==> src/rtl/np_fm_pkg.sv <==
// Shared feature-map constants and FSM encodings, also consumed by the read controller.
package np_fm_pkg;

    localparam int NP_NUM_BANKS  = 8;
    localparam int NP_DEPTH      = 256;
    localparam int NP_ADDR_MAX   = NP_DEPTH - 1;
    localparam int NP_ADDR_WIDTH = 8;
    localparam int NP_DATA_WIDTH = 16;

    typedef enum logic [1:0] {
        ST_IDLE = 2'd0,
        ST_FILL = 2'd1,
        ST_DONE = 2'd2
    } fm_wr_state_e;

    function automatic int bank_width(input int n);
        return (n > 1) ? $clog2(n) : 1;
    endfunction

endpackage

==> src/rtl/np_bank_addr_counter.sv <==
// Bank/address sweep counter. FM_WR_BANK_INTERLEAVE_EN selects word-interleaved
// order (bank carries into addr); default is bank-major (addr carries into bank).
module np_bank_addr_counter #(
    parameter int NUM_BANKS  = 8,
    parameter int ADDR_MAX   = 255,
    parameter int ADDR_WIDTH = 8,
    parameter int BANK_WIDTH = 3
) (
    input  logic                  clock,
    input  logic                  reset,
    input  logic                  i_inc,
    input  logic                  i_clr,
    output logic [BANK_WIDTH-1:0] o_bank,
    output logic [ADDR_WIDTH-1:0] o_addr,
    output logic                  o_last
);

    logic [BANK_WIDTH-1:0] r_bank;
    logic [ADDR_WIDTH-1:0] r_addr;
    logic                  w_bank_end;
    logic                  w_addr_end;

    // Explicit end compares (not overflow) so non-power-of-2 sizes wrap correctly.
    assign w_bank_end = (r_bank == BANK_WIDTH'(NUM_BANKS - 1));
    assign w_addr_end = (r_addr == ADDR_WIDTH'(ADDR_MAX));

    always_ff @(posedge clock or negedge reset) begin
        if (!reset) begin
            r_bank <= '0;
            r_addr <= '0;
        end else if (i_clr) begin
            r_bank <= '0;
            r_addr <= '0;
        end else if (i_inc) begin
`ifdef FM_WR_BANK_INTERLEAVE_EN
            if (w_bank_end) begin
                r_bank <= '0;
                r_addr <= w_addr_end ? '0 : r_addr + ADDR_WIDTH'(1);
            end else begin
                r_bank <= r_bank + BANK_WIDTH'(1);
            end
`else
            if (w_addr_end) begin
                r_addr <= '0;
                r_bank <= w_bank_end ? '0 : r_bank + BANK_WIDTH'(1);
            end else begin
                r_addr <= r_addr + ADDR_WIDTH'(1);
            end
`endif
        end
    end

    assign o_bank = r_bank;
    assign o_addr = r_addr;
    assign o_last = w_bank_end && w_addr_end;

endmodule

==> src/rtl/np_fm_write_ctrl.sv <==
// Feature-map write controller: streams words into NUM_BANKS RAMs in reader order,
// then pulses start_mult. Order set by FM_WR_BANK_INTERLEAVE_EN (see counter).
module np_fm_write_ctrl
    import np_fm_pkg::*;
#(
    parameter int NUM_BANKS  = NP_NUM_BANKS,
    parameter int DEPTH      = NP_DEPTH,
    parameter int ADDR_WIDTH = NP_ADDR_WIDTH,
    parameter int DATA_WIDTH = NP_DATA_WIDTH
) (
    input  logic                  clock,
    input  logic                  reset,
    input  logic                  i_load_req,
    input  logic                  i_in_valid,
    input  logic [DATA_WIDTH-1:0] i_in_data,
    output logic                  o_in_ready,
    output logic [ADDR_WIDTH-1:0] o_wr_addr,
    output logic [DATA_WIDTH-1:0] o_wr_data,
    output logic [NUM_BANKS-1:0]  o_wr_en,
    output logic                  o_busy,
    output logic                  o_fill_done,
    output logic                  o_start_mult
);

    localparam int ADDR_MAX   = DEPTH - 1;
    localparam int BANK_WIDTH = bank_width(NUM_BANKS);

    fm_wr_state_e          r_state;
    fm_wr_state_e          w_next;
    logic [BANK_WIDTH-1:0] w_bank;
    logic [ADDR_WIDTH-1:0] w_addr;
    logic                  w_last;
    logic                  w_in_ready;
    logic                  w_accept;
    logic                  w_clr;
    logic [NUM_BANKS-1:0]  w_bank_sel;
    logic [ADDR_WIDTH-1:0] r_wr_addr;
    logic [DATA_WIDTH-1:0] r_wr_data;
    logic [NUM_BANKS-1:0]  r_wr_en;
    logic                  r_done;

    assign w_in_ready = (r_state == ST_FILL) && !i_load_req;
    assign w_accept   = i_in_valid && w_in_ready;
    // load_req restarts from IDLE or mid-fill; it is ignored in DONE.
    assign w_clr      = i_load_req && (r_state != ST_DONE);

    np_bank_addr_counter #(
        .NUM_BANKS  (NUM_BANKS),
        .ADDR_MAX   (ADDR_MAX),
        .ADDR_WIDTH (ADDR_WIDTH),
        .BANK_WIDTH (BANK_WIDTH)
    ) u_cnt (
        .clock  (clock),
        .reset  (reset),
        .i_inc  (w_accept),
        .i_clr  (w_clr),
        .o_bank (w_bank),
        .o_addr (w_addr),
        .o_last (w_last)
    );

    always_comb begin
        w_bank_sel         = '0;
        w_bank_sel[w_bank] = 1'b1;
    end

    always_ff @(posedge clock or negedge reset) begin
        if (!reset) r_state <= ST_IDLE;
        else        r_state <= w_next;
    end

    always_comb begin
        w_next = r_state;
        case (r_state)
            ST_IDLE: if (i_load_req) w_next = ST_FILL;
            ST_FILL: if (w_accept && w_last) w_next = ST_DONE;
            ST_DONE: w_next = ST_IDLE;
            default: w_next = ST_IDLE;
        endcase
    end

    // Pulses are registered off the last acceptance so they coincide with the last write.
    always_ff @(posedge clock or negedge reset) begin
        if (!reset) begin
            r_wr_addr <= '0;
            r_wr_data <= '0;
            r_wr_en   <= '0;
            r_done    <= 1'b0;
        end else begin
            r_wr_en <= w_accept ? w_bank_sel : '0;
            r_done  <= w_accept && w_last;
            if (w_accept) begin
                r_wr_addr <= w_addr;
                r_wr_data <= i_in_data;
            end
        end
    end

    assign o_in_ready   = w_in_ready;
    assign o_wr_addr    = r_wr_addr;
    assign o_wr_data    = r_wr_data;
    assign o_wr_en      = r_wr_en;
    assign o_busy       = (r_state == ST_FILL);
    assign o_fill_done  = r_done;
    assign o_start_mult = r_done;

endmodule

==> config.mk <==
export PLATFORM = sky130hd
export DESIGN_NAME = np_fm_write_ctrl
export DESIGN_NICKNAME = d
export VERILOG_FILES = /design/src/rtl/np_fm_pkg.sv /design/src/rtl/np_bank_addr_counter.sv /design/src/rtl/np_fm_write_ctrl.sv
export SDC_FILE = /design/constraint.sdc
export NUM_CORES = 1
export LEC_CHECK = 0
export ABC_AREA = 1
export BUFFER_PORTS_ARGS = -buffer_cell sky130_fd_sc_hd__buf_2
export CORE_UTILIZATION = 29
export CTS_CLUSTER_SIZE = 14
export DETAILED_ROUTE_END_ITERATION = 10
export PLACE_DENSITY = 0.53
export RECOVER_POWER = 50
export SYNTH_ARGS = -nofsm -noshare
export SYNTH_HDL_FRONTEND = slang
export SYNTH_HIERARCHICAL = 1
export SYNTH_SLANG_ARGS = --single-unit
==> constraint.sdc <==
create_clock -name clock -period 1.9 [get_ports clock]
set_input_delay 0.57 -clock clock [delete_from_list [all_inputs] [get_ports clock]]
set_output_delay 0.57 -clock clock [all_outputs]
set_load 0.05 [all_outputs]
==> impl_metrics.py <==
metrics = {
    "outcome": {
        "status": "finished with violations",
        "violations": "design-rule violations",
    },
    "sta": {
        "setup_ws_ns": 0.120,
        "finalSetupViolations": 0,
        "slew_headroom_pct": 25.7,
        "rsz0062_at_grt": "no",
        "timing.clock.skew_ns": 0.00591,
        "tns_ns": 0,
        "hold_viol_final": 0,
        "drv_slew": 0,
        "fin_crit_ns": 1.78,
        "tightest_slew_ns": 1.12,
        "post-route-period-util_pct": 93.7,
        "fmax_mhz": 562,
    },
    "setup_path": {
        "crit_chain": "nor3_2, buf_2",
        "critPathRequiredTime_ns": 1.33,
        "slowest_stage": "dfrtp_1",
        "cp-end-kind": "output port",
        "slowest_delay_ns": 0.45,
        "crit_buf_inv": 1,
        "arrival_ns": 1.21,
        "critPathKind": "register to output port",
        "cp_top_family": "flip-flops",
        "cp-start-kind": "register",
        "crit_fanout": 4,
        "r2r_start": "u_cnt/o_bank[0]",
        "setup.worst_path.start": "r_state[1]",
    },
    "pwr": {
        "intPower_w": 0.00162,
        "power_frac_clock_pct": 29.2,
        "p_switching_w": 0.000880,
        "seqPwrFrac_pct": 46.2,
        "power_frac_comb_pct": 24.6,
        "p_per_area_nw_per_um2": 1030,
        "irDropWorstVdd_mv": 0.439,
        "finalPower_w": 0.00250,
        "swShare_pct": 35.2,
        "leakage_nw": 1.38,
    },
    "floorplanning": {
        "core-area_sq_um": 6420,
        "io_pins": 56,
        "die_y_microns": 84.2,
        "dieArea_sq_um": 7090,
        "rows": 29,
        "start_util_pct": 30.5,
        "fp.dieW_microns": 84.2,
    },
    "clock_tree": {
        "ctsLongestPathBuffers": 2,
        "cts_max_level": 2,
        "cts_buffers": 5,
        "cts_hold_buf": 0,
        "clk_latency_ns": 0.30,
        "clkSinkCount": 46,
        "cts_tree": "built",
        "cts_setup_buffers": 0,
        "cts_resized": 0,
        "root_buffer": "clkbuf_8",
        "clk_pin_slew_worst_paths_ns": 0.08,
    },
    "layout": {
        "final_cell_mix": "nand2_1, buf_2, dfrtp_1",
        "stdcell_area_sq_um": 2430,
        "nets": 307,
        "diodes": 0,
        "fillers": 652,
        "final_util_pct": 37.9,
        "drive_gt1_share_pct": 28.1,
        "final_common_cell": "nand2_1",
        "area_delta_synth_final_pct": 24.1,
    },
    "drt": {
        "dr.pass1.iters": 7,
        "vias": 1582,
        "viasPerCell": 4.37,
        "wl_per_cell_microns": 11.2,
        "drc_errors": 18,
        "drt-total-wl_microns": 4060,
        "drt_iter0_markers": 71,
        "ant_nets": 0,
    },
    "yosys": {
        "ys_seq_area_share_pct": 58.7,
        "synth_largest_area_cell": "dfrtp_1",
        "ys.warnings.count": 6,
        "synth-seq-cells": 46,
        "ys_types": 25,
        "synth_cells": 223,
        "synth_fp_nets": 246,
        "synth_top_area_share_pct": 58.7,
        "syn_area_sq_um": 1960,
        "synth.avg_cell_area_sq_um": 8.79,
        "synth.area.top_cells": "dfrtp_1, nand2_1, nor2_1",
    },
    "flow_run": {
        "cap_violations": 0,
    },
    "grt": {
        "grt_pass1_wl_microns": 7090,
        "grt_util_all_layers_pct": 12.8,
        "grt_max_degree": 47,
        "grt_antenna_before_repair": 0,
        "overflow": 0,
        "grt_pass1_vias": 1552,
    },
    "hold_path": {
        "min-delay-path-class": "primary input to register",
        "worst_hold_startpoint": "i_in_data[1]",
    },
    "place": {
        "port_buffers": 55,
        "dp_slack_ns": 0.209,
        "dpl.hpwl_microns": 2900,
        "dpl-instance-area_sq_um": 2340,
        "finalWeightedCongestion": 0.817,
    },
}
[power by group through the flow]
stage,clock network [W],logic (W),registers [W]
2_1_floorplan,0,0.000183,0.00144
3_3_place_gp,0,0.000625,0.00117
3_5_place_dp,0,0.000630,0.00117
4_1_cts,0.000761,0.000631,0.00116
5_1_grt,0.000805,0.000676,0.00117
6_report,0.000728,0.000614,0.00115
[cells by family after synthesis]
kind of cell	Yosys count	share of synthesized area, %
flip-flops	46	58.7
adder cells (fa/ha/maj)	3	1.92
AND/OR/NAND/NOR	144	31.0
AO/OA/AOI/OAI	5	1.72
XOR/XNOR	2	0.894
buffers and inverters	23	5.75
[routing by layer]
metal  up-vias  global-route usage, %  routed length, microns
li1        813                      -                       -
met1       720                   16.3                    1910
met2        41                   20.1                    1820
met3         8                   3.93                     235
met4         0                   5.96                      86
met5         -                      0                       0
[worst paths after layout]
path | to | slack [ns] | cells after the start
setup / recovery | o_in_ready | 0.12 | 2
hold / removal | o_wr_data[1] | 0.46 | 3
setup reg to reg | r_state[0] | 0.40 | 6
hold reg to reg | o_wr_data[7] | 0.48 | 2
max in group asynchronous | o_wr_addr[1] | 0.66 | 2
min in group asynchronous | u_cnt/o_addr[6] | 0.55 | 2
[Yosys cell counts]
cell type and count:
nand2_2 2, xor2_1 1, buf_4 1, inv_1 12
nor2_1 15, and3_1 1, buf_2 3, clkinv_2 1
nor2_4 2, inv_4 1, inv_2 3, o21bai_1 2
nand4_1 2, nand2_1 99, ha_1 3, dfrtp_1 46
nand3_1 9, a22o_1 1, xnor2_1 1, nand3b_1 1
nand3_2 1, buf_6 2, a21oi_1 2, nor3_1 10
nor2_2 2
[worst register-to-register path: cells and delay by family (launching register included)]
family | cells | cell delay (ns)
DFF | 1 | 0.52
adders and majority gates | 2 | 0.42
and+or+nand+nor | 4 | 0.47
[metrics by stage]
stage               hold WS, ns  instances
floorplan                 0.274        223
global placement          0.457        354
detailed placement        0.459        354
CTS                       0.240        362
global route              0.459        362
finish                    0.464        362
[flip-flops by register name, summed over array words and instances (netlist names)]
register      flops
o_fill_done       1
o_wr_addr         8
o_wr_en           8
o_wr_data        16
u_cnt/o_addr      8
r_state           2
u_cnt/o_bank      3
[final cells by class]
type / count / area [sq um] / area share (%)
tap: 77 / 96.3 / 3.96
timing repair buffer: 60 / 308 / 12.7
inverter: 17 / 67.6 / 2.78
clock inverter: 3 / 45.0 / 1.85
multi-input combinational: 154 / 696 / 28.6
clock buffer: 5 / 68.8 / 2.83
sequential: 46 / 1150 / 47.3
No activity file was read; power rests on OpenSTA's default activity.
